$ cat src/rtl/line_fetch_arbiter.sv
// Arbitrates one single-port framebuffer between per-line display prefetch (priority) and draw writes.
// Fetch request issues the cycle after the line strobe; line-buffer writes trail mem_ack by one cycle.
module line_fetch_arbiter #(
  parameter int CORDW      = 16,
  parameter int V_RES      = 720,
  parameter int LINE_WORDS = 80,
  parameter int ADDRW      = 20,
  parameter int DATAW      = 16,
  parameter int BASE       = 0,
  parameter int LBAW       = 7
) (
  input  logic             clk_pix,
  input  logic             rst_pix_n,
  input  logic             line,
  input  logic             frame,
  input  logic [CORDW-1:0] sy,
  input  logic             drw_req,
  input  logic [ADDRW-1:0] drw_addr,
  input  logic [DATAW-1:0] drw_data,
  output logic             drw_ack,
  output logic             mem_req,
  output logic             mem_we,
  output logic [ADDRW-1:0] mem_addr,
  output logic [DATAW-1:0] mem_wdata,
  input  logic             mem_ack,
  input  logic [DATAW-1:0] mem_rdata,
  output logic             lb_we,
  output logic [LBAW-1:0]  lb_addr,
  output logic [DATAW-1:0] lb_data,
  output logic             busy,
  output logic             underrun
);

  localparam logic [1:0] IDLE = 2'd0;
  localparam logic [1:0] DISP = 2'd1;
  localparam logic [1:0] DRAW = 2'd2;

  logic [1:0]       state;
  logic             pend;
  logic             abort;
  logic [CORDW-1:0] row;
  logic [LBAW-1:0]  word;
  logic [1:0]       rst_sync;
  logic             rst_n;

  logic             trig;
  logic             last;
  logic [CORDW-1:0] row_src;
  logic [ADDRW-1:0] start_addr;
  logic [ADDRW-1:0] next_addr;

  // Assertion is immediate; deassertion is retimed onto clk_pix.
  always_ff @(posedge clk_pix or negedge rst_pix_n) begin
    if (!rst_pix_n) rst_sync <= 2'b00;
    else            rst_sync <= {rst_sync[0], 1'b1};
  end
  assign rst_n = rst_sync[1];

  function automatic logic [ADDRW-1:0] row_base(input logic [CORDW-1:0] r);
    return ADDRW'(BASE) + ADDRW'(r) * ADDRW'(LINE_WORDS);
  endfunction

  // sy is signed: a set MSB means a negative (blanking) row.
  assign trig       = line & ~sy[CORDW-1] & (sy < CORDW'(V_RES));
  assign last       = (word == LBAW'(LINE_WORDS - 1));
  assign row_src    = trig ? sy : row;
  assign start_addr = row_base(row_src);
  assign next_addr  = row_base(row) + ADDRW'(word);

  assign busy    = pend | (state == DISP);
  assign drw_ack = (state == DRAW) & mem_req & mem_ack;

  always_ff @(posedge clk_pix or negedge rst_n) begin
    if (!rst_n) begin
      state     <= IDLE;
      pend      <= 1'b0;
      abort     <= 1'b0;
      row       <= '0;
      word      <= '0;
      mem_req   <= 1'b0;
      mem_we    <= 1'b0;
      mem_addr  <= '0;
      mem_wdata <= '0;
      lb_we     <= 1'b0;
      lb_addr   <= '0;
      lb_data   <= '0;
      underrun  <= 1'b0;
    end else begin
      lb_we <= 1'b0;
      if (trig) begin
        row  <= sy;
        pend <= 1'b1;
      end
      if (trig && busy) underrun <= 1'b1;
      else if (frame)   underrun <= 1'b0;

      case (state)
        IDLE: begin
          if (trig || pend) begin
            state    <= DISP;
            pend     <= 1'b0;
            word     <= '0;
            mem_req  <= 1'b1;
            mem_we   <= 1'b0;
            mem_addr <= start_addr;
          end else if (drw_req) begin
            state     <= DRAW;
            mem_req   <= 1'b1;
            mem_we    <= 1'b1;
            mem_addr  <= drw_addr;
            mem_wdata <= drw_data;
          end
        end
        DISP: begin
          if (mem_req) begin
            if (mem_ack) begin
              mem_req <= 1'b0;
              // A superseded row's in-flight word is read but never lands in the line buffer.
              if (!(abort || trig)) begin
                lb_we   <= 1'b1;
                lb_addr <= word;
                lb_data <= mem_rdata;
              end
              if (abort || trig || last) begin
                state <= IDLE;
                abort <= 1'b0;
              end else begin
                word <= word + LBAW'(1);
              end
            end else if (trig) begin
              abort <= 1'b1;
            end
          end else if (trig) begin
            state <= IDLE;
          end else begin
            mem_req  <= 1'b1;
            mem_addr <= next_addr;
          end
        end
        DRAW: begin
          if (mem_ack) begin
            mem_req <= 1'b0;
            state   <= IDLE;
          end
        end
        default: state <= IDLE;
      endcase
    end
  end

endmodule

$ cat config.mk
export PLATFORM = sky130hd
export DESIGN_NAME = line_fetch_arbiter
export DESIGN_NICKNAME = d
export VERILOG_FILES = /design/src/rtl/line_fetch_arbiter.sv
export SDC_FILE = /design/constraint.sdc
export NUM_CORES = 1
export LEC_CHECK = 0
export ABC_AREA = 1
export ABC_CLOCK_PERIOD_IN_PS = 3000
export BUFFER_PORTS_ARGS = -buffer_cell sky130_fd_sc_hd__buf_2
export CAP_MARGIN = 20
export CORE_AREA = 5 5 128 160
export DETAILED_ROUTE_END_ITERATION = 8
export DIE_AREA = 0 0 133 165
export GPL_TIMING_DRIVEN = 0
export RECOVER_POWER = 100
export SYNTH_ARGS = -nofsm -noshare
export SYNTH_HDL_FRONTEND = slang
export SYNTH_SLANG_ARGS = --single-unit
$ cat constraint.sdc
create_clock -name clk_pix -period 3 [get_ports clk_pix]
set_input_delay 0.15 -clock clk_pix [delete_from_list [all_inputs] [get_ports clk_pix]]
set_output_delay 0.15 -clock clk_pix [all_outputs]
set_load 0.02 [all_outputs]
* Word-level counts from Yosys, hierarchy flattened *
Cells that the tools add are included.

storage, ports and cells
  bits in writable memories = 0
  bits of input ports = 74
  register bits after elaboration = 92
  memories = 0
  latch bits = 0
  memory bits (read-only) = 0
  output and inout bits = 65
  logic and storage cells = 99

operators by class
  bitwise logic cells = 8
  div/mod/pow operators = 0
  equal/unequal tests = 15
  reduce and logical (&&, ||, !) cells = 18
  $add $sub $neg = 2
  shift-type cells = 0
  multiplexer cells = 39
  multiply operators = 2
  magnitude comparators = 1

operators with widths
  operator                                                       number
  2-to-1 mux 20 bit                                              4
  case mux 20 bit (2 select lines)                               1
  multiplier 16 x 3 -> 16 bit (second input constant)            2
  2-to-1 mux 7 bit                                               4
  adder 20 x 7 -> 20 bit                                         1
  2-to-1 mux 1 bit                                               19
  less-than comparator 16 x 10 -> 1 bit (second input constant)  1
  2-to-1 mux 16 bit                                              1
  2-to-1 mux 2 bit                                               7
  != test 2 bit (second input constant)                          7
  case mux 7 bit (2 select lines)                                1
  AND reduction 4 bit                                            3
  AND reduction 5 bit                                            2
  != test 3 bit (second input constant)                          3
  nonzero test 2 bit                                             4
  adder 7 x 1 -> 7 bit (second input constant)                   1
  equality test 7 bit (second input constant)                    1
  case mux 2 bit (3 select lines)                                1
  AND reduction 3 bit                                            2
  AND 1 bit                                                      4
  logical OR 1 bit                                               3
  != test 3 x 2 -> 1 bit (second input constant)                 1
  NOT 1 bit                                                      3
  case mux 1 bit (3 select lines)                                1
  8 further kinds                                                8

* Logic depth before layout (Yosys ltp) *
  depth in word-level cells = 9
  depth in mapped cells = 21

* Worst setup path before layout *
No wires, ideal clock.

  path kind = input to register
  from = input port sy[10]
  to = register mem_addr[17]
  library setup time = 0.122 ns
  setup slack = 0.060 ns
  data required time = 2.878 ns
  stages on the path = 21
  arrival = 2.818 ns
  path buffers = 1
  path through = nor2_1 nand2_1 nor2_1 nand2_4 inv_1 buf_1 nand2_1 nand2_1 ha_1 ha_1 fa_1 nand3_1 nand2_1 nand2_1 nand3_1 a21oi_1 inv_1 nand2_1 nand3_1 a21oi_1 a21oi_1

on the way
  word-level cells in the longest chain between the ends = 6
  elaborated cells on any way between the ends = 10
  those cells by class = mul: 1; order compare: 1; eq/ne: 2; mux: 3; bitwise: 1; reduce/logical: 2

RTL lines
  item                                   RTL line  RTL
  from (decl)                            16        input logic [CORDW-1:0] sy,
  less-than comparator 16 x 10 -> 1 bit  64        assign trig = line & ~sy[CORDW-1] & (sy < CORDW'(V_RES));
  AND 1 bit                              64
  2-to-1 mux 16 bit                      n/a
  named net row_src[3]                   48        logic [CORDW-1:0] row_src;
  multiplier 16 x 3 -> 16 bit            60        return ADDRW'(BASE) + ADDRW'(r) * ADDRW'(LINE_WORDS);
  2-to-1 mux 20 bit                      99        if (trig || pend) begin
  case mux 20 bit (2 select lines)       97        case (state)
  to (signal assigned)                   105       mem_addr <= start_addr;
  to (signal assigned)                   110       mem_addr <= drw_addr;
  to (signal assigned)                   137       mem_addr <= next_addr;
  to (decl)                              23        output logic [ADDRW-1:0] mem_addr,

The timed path passes the listed nets, and every way through them passes these cells.
A chain may end at the register's enable or synchronous reset.

* Worst setup path after layout *
  from = register row[1]
  to = register mem_addr[16]

on the way
  word-level cells in the longest chain between the ends = 5
  elaborated cells on any way between the ends = 8
  those cells by class = add/sub: 1; mul: 2; mux: 5

RTL lines
  item                                RTL line  RTL
  from (decl)                         41        logic [CORDW-1:0] row;
  from (signal assigned)              91        row <= sy;
  multiplier 16 x 3 -> 16 bit         60
  adder 20 x 7 -> 20 bit              68        assign next_addr = row_base(row) + ADDRW'(word);
  2-to-1 mux 20 bit                   133       end else if (trig) begin
  2-to-1 mux 20 bit                   115       if (mem_req) begin
  case mux 20 bit (2 select lines) *  97

Mark *: on every way between the ends. The rest lies on a longest branch, timed or not. The select of a mux whose other input is x is not followed.

==> impl_metrics.prom <==
# TYPE chip_impl_metric gauge
chip_impl_metric{name="synth_area",unit="µm²"} 6040
chip_impl_info{name="layout.cells.most_common",value="nand2_1"} 1
chip_impl_metric{name="mean_cell_area_of_the_mapped_netlist",unit="µm²"} 7.81
chip_impl_metric{name="clkSinkCount",unit=""} 92
chip_impl_metric{name="first_global_vias",unit=""} 5818
chip_impl_metric{name="finalSetupViolations",unit=""} 0
chip_impl_metric{name="chip_width",unit="µm"} 133
chip_impl_metric{name="period_needed",unit="ns"} 2.82
chip_impl_metric{name="diodes",unit=""} 0
chip_impl_metric{name="finalNetCount",unit=""} 1075
chip_impl_info{name="layout.cells.most_common_list",value="nand2_1, buf_2, dfrtp_1"} 1
chip_impl_metric{name="report.final.hold_viol_count",unit=""} 0
chip_impl_metric{name="hold_path_cell_cnt",unit=""} 3
chip_impl_metric{name="pwr_density_cell",unit="nW/µm²"} 656
chip_impl_metric{name="period_share",unit=""} 0.939
chip_impl_info{name="critical_path_source_type",value="register"} 1
chip_impl_info{name="r2r_start",value="row[1]"} 1
chip_impl_metric{name="globalplace.congestion",unit=""} 0.835
chip_impl_metric{name="least_margin_pin_slew",unit="ns"} 0.651
chip_impl_metric{name="critical_path_data_arrival_time",unit="ns"} 3.10
chip_impl_metric{name="synth_nets",unit=""} 904
chip_impl_metric{name="dp.final_hpwl",unit="mm"} 13.7
chip_impl_metric{name="critPathRequiredTime",unit="ns"} 3.28
chip_impl_metric{name="design.core.area",unit="µm²"} 18700
chip_impl_metric{name="floorplan.rows",unit=""} 56
chip_impl_metric{name="ys_warn_count",unit=""} 0
chip_impl_metric{name="h_tree_level_count",unit=""} 3
chip_impl_metric{name="antenna_violating_nets_post_route",unit=""} 0
chip_impl_info{name="end_kind",value="register"} 1
chip_impl_metric{name="routed-via-count",unit=""} 5606
chip_impl_metric{name="cap_viol_max_count",unit=""} 0
chip_impl_metric{name="pre_cts_ws",unit="ns"} -0.820
chip_impl_metric{name="routed_wire_length_per_instance",unit="µm"} 14.7
chip_impl_metric{name="clockBufferDepth",unit=""} 2
chip_impl_metric{name="dp_area",unit="µm²"} 7050
chip_impl_metric{name="clkSlewWorstSetupHoldPaths",unit="ns"} 0.07
chip_impl_metric{name="via_per_inst",unit=""} 4.74
chip_impl_info{name="clock_tree_from_tritoncts",value="built"} 1
chip_impl_metric{name="initial_drc_count",unit=""} 172
chip_impl_info{name="critical_path_class",value="register to register"} 1
chip_impl_metric{name="synth-seq-cells",unit=""} 92
chip_impl_info{name="holdCritStartpoint",value="mem_rdata[15]"} 1
chip_impl_metric{name="port_buffers",unit=""} 138
chip_impl_metric{name="grt_max_degree",unit=""} 49
chip_impl_metric{name="post_synth_num_cell_types",unit=""} 43
chip_impl_info{name="status",value="completed"} 1
chip_impl_metric{name="drt-total-wl",unit="mm"} 17.3
chip_impl_metric{name="max_slew_margin",unit=""} 0.566
chip_impl_metric{name="maxClockFrequency",unit="MHz"} 355
chip_impl_metric{name="power.ir.vdd_worst",unit="mV"} 0.336
chip_impl_info{name="worstHoldEndpoint",value="lb_data[15]"} 1
chip_impl_metric{name="path_max_fanout",unit=""} 5
chip_impl_metric{name="postLayoutSetupSlackWorst",unit="ns"} 0.184
chip_impl_metric{name="first_pass_drt_iterations",unit=""} 6
chip_impl_metric{name="finalInstanceArea",unit="µm²"} 7640
chip_impl_metric{name="reg2reg_slack",unit="ns"} 0.18
chip_impl_metric{name="antenna_found_initial",unit=""} 0
chip_impl_metric{name="drive_gt1_frac",unit=""} 0.236
chip_impl_metric{name="grt_pass1_wl",unit="mm"} 28.3
chip_impl_info{name="ff_to_ff_end",value="mem_addr[16]"} 1
chip_impl_metric{name="drc_errors",unit=""} 0
chip_impl_metric{name="floorplan.initialDensity",unit=""} 0.323
chip_impl_metric{name="number_of_top_level_pins",unit=""} 139
chip_impl_metric{name="leakagePower",unit="nW"} 4.12
chip_impl_metric{name="seq_area_frac_synth",unit=""} 0.381
chip_impl_metric{name="clock_latency",unit="ns"} 0.35
chip_impl_metric{name="groute.usage.overall",unit=""} 0.163
chip_impl_metric{name="die_height",unit="µm"} 165
chip_impl_metric{name="dieArea",unit="µm²"} 21900
chip_impl_metric{name="numCtsBuffers",unit=""} 9
chip_impl_metric{name="report.final.slew_viol_count",unit=""} 0
chip_impl_metric{name="synthToLayoutAreaGrowth",unit="%"} 26.4
chip_impl_metric{name="rr_worst_depth",unit=""} 14
chip_impl_info{name="holdCritPathClass",value="primary input to register"} 1
chip_impl_info{name="clock_root_cell",value="clkbuf_16"} 1
chip_impl_metric{name="gate_count_of_the_mapped_netlist",unit=""} 774
chip_impl_metric{name="global_route.overflow_total",unit=""} 0
chip_impl_metric{name="finClkSkew",unit="ns"} 0.00622
## how the worst max path moves through the flow
stage / from / to / slack, ns / depth (start not counted)
floorplan: sy[10] / mem_addr[17] / 0.06 / 21
global placement: rst_sync[1] / mem_addr[14] / -1.05 / 0
detailed placement: sy[10] / mem_addr[17] / -0.82 / 22
CTS: sy[10] / mem_addr[17] / 0.02 / 22
global route: sy[4] / mem_addr[18] / -0.01 / 19
finish: row[1] / mem_addr[16] / 0.18 / 14
## layer usage
metal,up-vias,track usage,routed length [µm]
li1,2865,-,-
met3,24,0.0475,1120
met5,-,0,0
met2,148,0.301,8960
met1,2569,0.175,6730
met4,0,0.0600,502
## critical path: stages (launching register included)
cell and delay, ns:
dfrtp_1 0.41, ha_1 0.31, ha_1 0.26, fa_1 0.49, nand2_1 0.11, nand3_1 0.12
nand3_1 0.12, nand3_1 0.07, nand2_1 0.17, nand3_2 0.11, nor2_2 0.19, nand2_1 0.07
nand2_1 0.06, nand3_1 0.11, a21oi_1 0.16
## synthesized netlist by cell type, drive strengths merged
cell type / count / share of area
nor2: 69 / 0.051
a22o: 1 / 0.0014
o211a: 1 / 0.0017
nor3: 10 / 0.0083
mux2: 16 / 0.035
a21boi: 1 / 0.0012
nand3: 57 / 0.050
o211ai: 1 / 0.0012
fa: 3 / 0.0099
conb: 1 / 0.00062
xor2: 10 / 0.014
o21ai: 45 / 0.037
a21oi: 47 / 0.040
clkbuf: 8 / 0.0050
dfrtp: 92 / 0.38
or2: 2 / 0.0021
o21bai: 6 / 0.0075
xnor2: 5 / 0.0072
o32a: 1 / 0.0017
and2: 1 / 0.0010
buf: 10 / 0.0095
nand2: 221 / 0.14
ha: 53 / 0.11
nand3b: 2 / 0.0025
a31oi: 11 / 0.011
clkinv: 1 / 0.00062
inv: 92 / 0.057
o21a: 1 / 0.0012
nand4: 6 / 0.0062
## timing repair
item,in CTS,in global routing
resized for setup,10,11
setup endpoints to repair,8,5
hold endpoints to repair,18,0
setup buffers,0,4
hold buffers,17,0
pin swaps,0,3
## metrics by stage
stage	utilization	instances	TNS, ns	total power [mW]	hold slack (ns)
6_report	0.408	1182	0	5.01	0.0173
5_1_grt	0.408	1182	-0.0142	5.42	0.00721
4_1_cts	0.405	1178	0	5.08	0.00807
3_5_place_dp	0.377	1145	-6.14	3.73	-0.0608
3_3_place_gp	0.375	1144	-100.11	3.70	-0.0617
2_1_floorplan	-	774	0	3.10	-0.146
## cell families (layout without fill, tap and decap cells)
group                    after synthesis  in the layout  synth area share
AO/OA/AOI/OAI                        115            115             0.104
XOR/XNOR                              15             15            0.0217
adder cells (fa/ha/maj)               56             56             0.120
buffers and inverters                111            287            0.0723
flip-flops                            92             92             0.381
multiplexers                          16             16            0.0354
other                                  1              1          0.000621
AND/OR/NAND/NOR                      368            368             0.265
## area by class of cell
type	instances	area, µm²
clock inverter	6	91.3
fill	1932	11100
multi-input combinational	571	3350
tap	232	290
clock buffer	10	239
sequential	92	2310
buffer	18	96.3
timing repair buffer	160	917
inverter	93	352
## registers in the layout (all words and copies together), names as in the netlist, 2 cells and up
register   count
mem_addr      20
state          2
mem_wdata     16
word           7
lb_addr        7
lb_data       16
rst_sync       2
row           16
## report_power, final
part           internal (mW)  switching [mW]
Sequential              1.53           0.195
Combinational          0.757            1.24
Clock                  0.762           0.535
Power figures use the tool's default switching activity.
